[config.mk]
export PLATFORM = sky130hd
export DESIGN_NAME = multi_chan_acq_controller
export DESIGN_NICKNAME = d
export VERILOG_FILES = /design/src/rtl/multi_chan_acq_controller.sv
export SDC_FILE = /design/constraint.sdc
export NUM_CORES = 1
export LEC_CHECK = 0
export BUFFER_PORTS_ARGS = -buffer_cell sky130_fd_sc_hd__buf_2
export CAP_MARGIN = 20
export CORE_ASPECT_RATIO = 1.4
export CORE_MARGIN = 2
export CORE_UTILIZATION = 40
export CTS_CLUSTER_DIAMETER = 120
export CTS_CLUSTER_SIZE = 28
export DETAILED_ROUTE_END_ITERATION = 7
export PLACE_DENSITY = 0.58
export SLEW_MARGIN = 0
export SYNTH_ARGS = -nofsm -noshare
export SYNTH_HDL_FRONTEND = slang
export SYNTH_SLANG_ARGS = --single-unit
[constraint.sdc]
create_clock -name ttc_clk -period 3.8 [get_ports ttc_clk]
set_clock_uncertainty 0.2 [all_clocks]
set_input_delay 0 -clock ttc_clk [delete_from_list [all_inputs] [get_ports ttc_clk]]
set_output_delay 0 -clock ttc_clk [all_outputs]
set_load 0.01 [all_outputs]
[src/rtl/multi_chan_acq_controller.sv]
// Multi-channel acquisition controller: delays accepted triggers, fans them
// out to NUM_CHAN channels, collects done flags under a timeout and writes
// one {timeout_mask, chan_mask, trig_type, trig_num} record per trigger.
module multi_chan_acq_controller #(
    parameter int unsigned NUM_CHAN       = 5,
    parameter int unsigned TRIG_NUM_WIDTH = 24,
    parameter int unsigned DELAY_WIDTH    = 4,
    parameter int unsigned TIMEOUT_CYCLES = 40000
) (
    input  logic                                   ttc_clk,
    input  logic                                   reset40_n,
    input  logic [NUM_CHAN-1:0]                    chan_en,
    input  logic [DELAY_WIDTH-1:0]                 trig_delay,
    input  logic                                   trigger,
    input  logic [1:0]                             trig_type,
    input  logic [TRIG_NUM_WIDTH-1:0]              trig_num,
    output logic                                   acq_ready,
    input  logic [NUM_CHAN-1:0]                    acq_dones,
    output logic [NUM_CHAN-1:0]                    acq_enable,
    output logic [NUM_CHAN-1:0]                    acq_trig,
    input  logic                                   fifo_ready,
    output logic                                   fifo_valid,
    output logic [2*NUM_CHAN+2+TRIG_NUM_WIDTH-1:0] fifo_data,
    output logic [2:0]                             state,
    output logic [15:0]                            dropped_count,
    output logic [15:0]                            timeout_count
);

    localparam int unsigned REC_W = 2*NUM_CHAN + 2 + TRIG_NUM_WIDTH;
    localparam int unsigned TMO_W = $clog2(TIMEOUT_CYCLES);

    typedef enum logic [2:0] {
        ST_IDLE  = 3'd0,
        ST_DELAY = 3'd1,
        ST_TRIG  = 3'd2,
        ST_WAIT  = 3'd3,
        ST_STORE = 3'd4
    } state_t;

    state_t                    st, st_nx;
    logic [NUM_CHAN-1:0]       mask_q, mask_nx;
    logic [1:0]                type_q, type_nx;
    logic [TRIG_NUM_WIDTH-1:0] num_q, num_nx;
    logic [DELAY_WIDTH-1:0]    dcnt_q, dcnt_nx;
    logic [TMO_W-1:0]          tcnt_q, tcnt_nx;
    logic [NUM_CHAN-1:0]       seen_q, seen_nx;

    logic                      acq_ready_nx;
    logic [NUM_CHAN-1:0]       acq_enable_nx;
    logic [NUM_CHAN-1:0]       acq_trig_nx;
    logic                      fifo_valid_nx;
    logic [REC_W-1:0]          fifo_data_nx;
    logic [15:0]               dropped_nx;
    logic [15:0]               timeout_nx;

    assign state = 3'(st);

    // State, event context and registered outputs
    always_ff @(posedge ttc_clk) begin
        if (!reset40_n) begin
            st            <= ST_IDLE;
            mask_q        <= '0;
            type_q        <= '0;
            num_q         <= '0;
            dcnt_q        <= '0;
            tcnt_q        <= '0;
            seen_q        <= '0;
            acq_ready     <= 1'b0;
            acq_enable    <= '0;
            acq_trig      <= '0;
            fifo_valid    <= 1'b0;
            fifo_data     <= '0;
            dropped_count <= '0;
            timeout_count <= '0;
        end else begin
            st            <= st_nx;
            mask_q        <= mask_nx;
            type_q        <= type_nx;
            num_q         <= num_nx;
            dcnt_q        <= dcnt_nx;
            tcnt_q        <= tcnt_nx;
            seen_q        <= seen_nx;
            acq_ready     <= acq_ready_nx;
            acq_enable    <= acq_enable_nx;
            acq_trig      <= acq_trig_nx;
            fifo_valid    <= fifo_valid_nx;
            fifo_data     <= fifo_data_nx;
            dropped_count <= dropped_nx;
            timeout_count <= timeout_nx;
        end
    end

    // Next state, event context and output values derived from the next state
    always_comb begin
        st_nx        = st;
        mask_nx      = mask_q;
        type_nx      = type_q;
        num_nx       = num_q;
        dcnt_nx      = dcnt_q;
        tcnt_nx      = tcnt_q;
        seen_nx      = seen_q;
        fifo_data_nx = fifo_data;
        dropped_nx   = dropped_count;
        timeout_nx   = timeout_count;

        // A trigger while not ready is lost; count it
        if (trigger && !acq_ready && (dropped_count != 16'hFFFF)) begin
            dropped_nx = dropped_count + 16'd1;
        end

        case (st)
            ST_IDLE: begin
                if (trigger && acq_ready) begin
                    mask_nx = chan_en;
                    type_nx = trig_type;
                    num_nx  = trig_num;
                    dcnt_nx = trig_delay;
                    if (chan_en == '0) begin
                        st_nx        = ST_STORE;
                        fifo_data_nx = {{NUM_CHAN{1'b0}}, chan_en, trig_type, trig_num};
                    end else if (trig_delay == '0) begin
                        st_nx = ST_TRIG;
                    end else begin
                        st_nx = ST_DELAY;
                    end
                end
            end
            ST_DELAY: begin
                dcnt_nx = dcnt_q - DELAY_WIDTH'(1);
                if (dcnt_q == DELAY_WIDTH'(1)) begin
                    st_nx = ST_TRIG;
                end
            end
            ST_TRIG: begin
                seen_nx = '0;
                tcnt_nx = '0;
                st_nx   = ST_WAIT;
            end
            ST_WAIT: begin
                seen_nx = seen_q | (acq_dones & mask_q);
                tcnt_nx = tcnt_q + TMO_W'(1);
                // All dones win over a coincident timeout
                if (seen_nx == mask_q) begin
                    st_nx        = ST_STORE;
                    fifo_data_nx = {{NUM_CHAN{1'b0}}, mask_q, type_q, num_q};
                end else if (tcnt_q == TMO_W'(TIMEOUT_CYCLES - 1)) begin
                    st_nx        = ST_STORE;
                    fifo_data_nx = {mask_q & ~seen_nx, mask_q, type_q, num_q};
                    if (timeout_count != 16'hFFFF) begin
                        timeout_nx = timeout_count + 16'd1;
                    end
                end
            end
            ST_STORE: begin
                if (fifo_valid && fifo_ready) begin
                    st_nx = ST_IDLE;
                end
            end
            default: begin
                st_nx = ST_IDLE;
            end
        endcase

        acq_ready_nx  = (st_nx == ST_IDLE);
        fifo_valid_nx = (st_nx == ST_STORE);
        acq_trig_nx   = (st_nx == ST_TRIG) ? mask_nx : '0;
        case (st_nx)
            ST_IDLE:           acq_enable_nx = chan_en;
            ST_DELAY, ST_TRIG: acq_enable_nx = mask_nx;
            ST_WAIT:           acq_enable_nx = mask_nx & ~seen_nx;
            default:           acq_enable_nx = '0;
        endcase
    end

endmodule

Yosys cells after proc, flatten, opt, wreduce, memory -nomap -nowiden

Index checks and enable logic that the tools add are counted.

Register bits: 139
Input bits: 44
Output and inout bits: 83
Logic and storage cells: 79

Add/sub/neg operators: 4
Equal/unequal tests: 16
Multiplexer cells: 20
Bitwise logic cells: 7
Reduce and logical (&&, ||, !) cells: 18

Operators by type and width:

| operator                | count |
|---|---|
| $mux W36                | 4 |
| $pmux W36 S2            | 1 |
| $add A16 B1 Y16 const B | 3 |
| $ne A16 B16 Y1 const B  | 2 |
| $pmux W16 S2            | 1 |
| $mux W3                 | 6 |
| $eq A16 B16 Y1 const B  | 1 |
| $and A5 B5 Y5           | 3 |
| $pmux W3 S5             | 1 |
| $pmux W5 S3             | 1 |
| $eq A3 B2 Y1 const B    | 4 |
| $mux W5                 | 2 |
| $not A5 Y5              | 2 |
| $pmux W5 S2             | 1 |
| $pmux W4 S2             | 1 |
| $reduce_and A4 Y1       | 2 |
| $eq A3 B1 Y1 const B    | 2 |
| $eq A3 B3 Y1 const B    | 2 |
| $logic_not A3 Y1        | 2 |
| $reduce_and A2 Y1       | 3 |
| $reduce_bool A2 Y1      | 3 |
| $eq A5 B5 Y1            | 1 |
| $logic_not A5 Y1        | 1 |
| $or A5 B5 Y5            | 1 |
| other kinds (11)        | 15 |

Logic depth before layout (Yosys ltp)

Depth in word-level cells: 8
Gate-level depth with buffers: 9
Depth with buffers taken out: 7

Worst setup path after synthesis

Ideal clock, no wire load.

Kind: register to register
Start: register mask_q[1]
End: register timeout_count[14]
Setup time: 0.070 ns
Data arrival time: 2.172 ns
Required time: 3.530 ns
Setup slack: 1.358 ns
Cell stages (with the launch flop): 8
Path buffers: 0
Clock period less this slack: 2.442 ns
Cells stage by stage: dfxtp_1 > a21oi_1 > ha_1 > and4_1 > a21oi_1 > o2111ai_1 > or3_1 > a21oi_1

Cells in the longest elaborated chain, start to end: 5

RTL lines:

| element                         | line | source |
|---|---|---|
| start: declaration              | 41   | `logic [NUM_CHAN-1:0] mask_q, mask_nx;` |
| start signal: assignment        | 77   | `mask_q <= mask_nx;` |
| $and A5 B5 Y5                   | 140  | `seen_nx = seen_q \| (acq_dones & mask_q);` |
| $or A5 B5 Y5                    | 140  |  |
| $eq A5 B5 Y1 (*)                | 143  | `if (seen_nx == mask_q) begin` |
| $not A1 Y1 (no line) (*)        | --   |  |
| $reduce_and A4 Y1 (no line) (*) | --   |  |
| end signal: assignment          | 89   | `timeout_count <= timeout_nx;` |
| end: declaration                | 26   | `output logic [15:0] timeout_count` |

Mark *: on every way between the ends. The rest lies on a longest branch, timed or not.
A chain may end at the register's enable or synchronous reset.

Worst setup path after layout

Start: register tcnt_q[6]
End: register fifo_data[22]

Cells in the longest elaborated chain, start to end: 3

RTL lines:

| element                     | line | source |
|---|---|---|
| start: declaration          | 45   | `logic [TMO_W-1:0] tcnt_q, tcnt_nx;` |
| start signal: assignment    | 81   | `tcnt_q <= tcnt_nx;` |
| $eq A16 B16 Y1              | 146  | `end else if (tcnt_q == TMO_W'(TIMEOUT_CYCLES - 1)) begin` |
| $ne A3 B3 Y1 (no line)      | --   |  |
| $reduce_and A4 Y1 (no line) | --   |  |
| end signal: assignment      | 87   | `fifo_data <= fifo_data_nx;` |
| end: declaration            | 23   | `output logic [2*NUM_CHAN+2+TRIG_NUM_WIDTH-1:0] fifo_data,` |

Every way passes these cells.

==> metrics.csv <==
metric;value;unit
outcome;finished clean;
Internal;0.003059;W
Final Hold Viols;0;
drt wl/cell;16.13;µm
Syn Area/Cell;8.091;µm²
Worst EP required;3910;ps
postcts setup bufs;0;
antenna violations before repair;0;
starting density of the core;0.4047;
routed wire length;18490;µm
ys flop type;dfxtp_1;
RSZ-0062 raised after global routing;false;
Final setup viols;0;
number of CTS-inserted buffers;17;
Compound-Gate Fraction of Synth Area;0.1928;
syn_nets;828;
Psw;0.001125;W
commonest cells after routing, fill and taps aside;nand2_1 (144), dfxtp_1 (139), buf_2 (126), a21oi_1 (67), nor3_1 (53);
Worst-Skew Late Latency;430;ps
CTS tree;built;
Antenna Cells;0;
initial drt markers;317;
Sw Ratio;0.2689;
Die Area;0.01669;mm²
combinational family with the most area after synthesis;simple AND/OR/NAND/NOR gates;
vias in the first global route;6234;
Port Buffers;126;
Setup TNS;0;ps
DRT antenna net count;0;
first-pass GRT wire length;29850;µm
xor and xnor area share after synthesis;0.01538;
drt via density;5.632;
Tot GR Track Use;0.2254;
Max Clk Rate;348.3;MHz
mux cell area share after synthesis;0.01479;
pin count of the biggest net entering global routing;51;
Slew Viols, Final;0;
# rows;54;
fin nets;991;
Post-CTS Resized;0;
worst-path maximum fanout;31;
WHS;178.2;ps
Crit Path Category;register to register;
Worst EP arrival;2980;ps
crit path launch type;register;
Synth-to-Final Area Change;31.95;%
Slew HR;0.2915;
worst hold path type;input port to register;
number of synthesized flops with an enable pin;0;
CP endpoint kind;register;
combinational power share;0.160;
Synth cell types;57;
I/O pin count;127;
Die X;109.7;µm
power density cells;506.5;mW/mm²
Core Area;0.01547;mm²
Root Driver;clkbuf_16;
Post-DP HPWL;12430;µm
Mapped Area;0.006262;mm²
Peak supply drop;271.0;µV
post-layout min period;2871;ps
Longest Clk Path Bufs;2;
post-cts hold buffer count;51;
final worst-path cycle share;0.7555;
worst slew pin tran;1061;ps
Vias;6454;
number of H-tree levels;4;
maxcap violations;0;
RePlAce Congestion;0.8168;
CTS sink count;139;
yosys warns;0;
leakage;3.197;nW
# DRC;0;
die height;152.0;µm
simple-gate share of the synthesized area;0.2747;
first-pass detailed-route iteration total;5;
fraction of layout instances using a drive strength above 1;0.1947;
Fillers;1474;
clock-pin slew on the worst setup and hold paths;60;ps
Adder-Cell Fraction of Synth Area;0.01998;
share of power burned in registers;0.389;
Clk network pwr share;0.451;
GR Overflow Total;0;
Cells after Synth;774;
sequential area share after synthesis;0.4444;
leading cell type in the layout, fill and taps excluded;nand2_1;
flops & latches, synth;139;
ys async rst share;0;
-- registers in the layout, summed over array words and instances, names as in the netlist --
signal	count
dropped_count	16
acq_enable	5
timeout_count	16
fifo_data	36
type_q	2
acq_trig	5
num_q	24
tcnt_q	16
fifo_valid	1
state	3
acq_ready	1
dcnt_q	4
mask_q	5
seen_q	5
-- cell families (layout without fill, tap and decap cells) --
kind of cell / Yosys count / count (layout)
and+or+nand+nor: 360 / 360
AOI/OAI and AO/OA: 185 / 185
DFF: 139 / 139
buffers and inverters: 60 / 236
xor gates and xnor gates: 11 / 11
adders and majority gates: 10 / 10
muxes: 9 / 9
-- power by group through the flow --
stage                     clock network, W  registers, W  logic, W
after detailed placement                 0       0.00166  0.000615
after CTS                          0.00193       0.00162  0.000669
after global routing               0.00199       0.00164  0.000751
final                              0.00189       0.00163  0.000670
after floorplan                          0       0.00165  0.000398
after global placement                   0       0.00165  0.000601
-- final cells by class --
class,count,area (µm²),area share
Multi-Input combinational cell,575,3257,0.3942
Clock inverter,14,241.5,0.02922
Tap cell,196,245.2,0.02968
Inverter,10,38.79,0.004694
Clock buffer,18,429.2,0.05194
Sequential cell,139,2783,0.3368
Timing Repair Buffer,194,1269,0.1535
-- per-layer routing --
metal,GRT usage,part of all wire,up-vias
li1,-,-,3150
met4,0.09644,0.031,0
met1,0.2566,0.42,3060
met2,0.3904,0.50,200
met5,0,0,-
met3,0.05749,0.055,44
-- cell usage after synthesis (all sizes together), types with 8 or more instances --
| library cell | count | area [µm²] |
|---|---|---|
| a311oi | 32 | 280.3 |
| buf | 8 | 42.54 |
| nand3 | 30 | 150.1 |
| or3 | 13 | 81.33 |
| a21oi | 67 | 335.3 |
| o211ai | 9 | 72.57 |
| xnor2 | 8 | 70.07 |
| nand2 | 144 | 540.5 |
| nor2 | 54 | 202.7 |
| dfxtp | 139 | 2783 |
| inv | 10 | 37.53 |
| a31oi | 9 | 56.30 |
| or4 | 10 | 75.07 |
| nor4 | 9 | 71.32 |
| nand4 | 13 | 81.33 |
| nor3 | 54 | 270.3 |
| ha | 10 | 125.1 |
| clkbuf | 42 | 157.7 |
| o21ai | 26 | 130.1 |
-- final timing paths --
path                      from  slack, ps       endpoint  cells past startpoint
setup / recovery     tcnt_q[6]        930  fifo_data[22]                      6
hold / removal    trig_num[15]        180      num_q[15]                      4
setup reg to reg     tcnt_q[6]        930  fifo_data[22]                      6
hold reg to reg       num_q[2]        250       num_q[2]                      2
-- critical path: stages, from the launching register on --
cell and delay (ps):
dfxtp_1 360, or4b_1 600, nor4_4 480, o21a_1 340, buf_4 400, nor3_1 90, a311oi_1 270
-- stage by stage --
stage | setup slack (ps) | power [W] | cell area [µm²] | std cells | utilization
floorplan | 1358 | 0.002051 | 6262 | 774 | -
global placement | 1053 | 0.002255 | 7082 | 1063 | 0.4577
global route | 750.5 | 0.004373 | 8263 | 1146 | 0.5340
finish | 929.0 | 0.004185 | 8263 | 1146 | 0.5340
CTS | 927.2 | 0.004220 | 8263 | 1146 | 0.5340
detailed placement | 948.2 | 0.002271 | 7082 | 1063 | 0.4577
No activity file was read; power rests on OpenSTA's default activity.
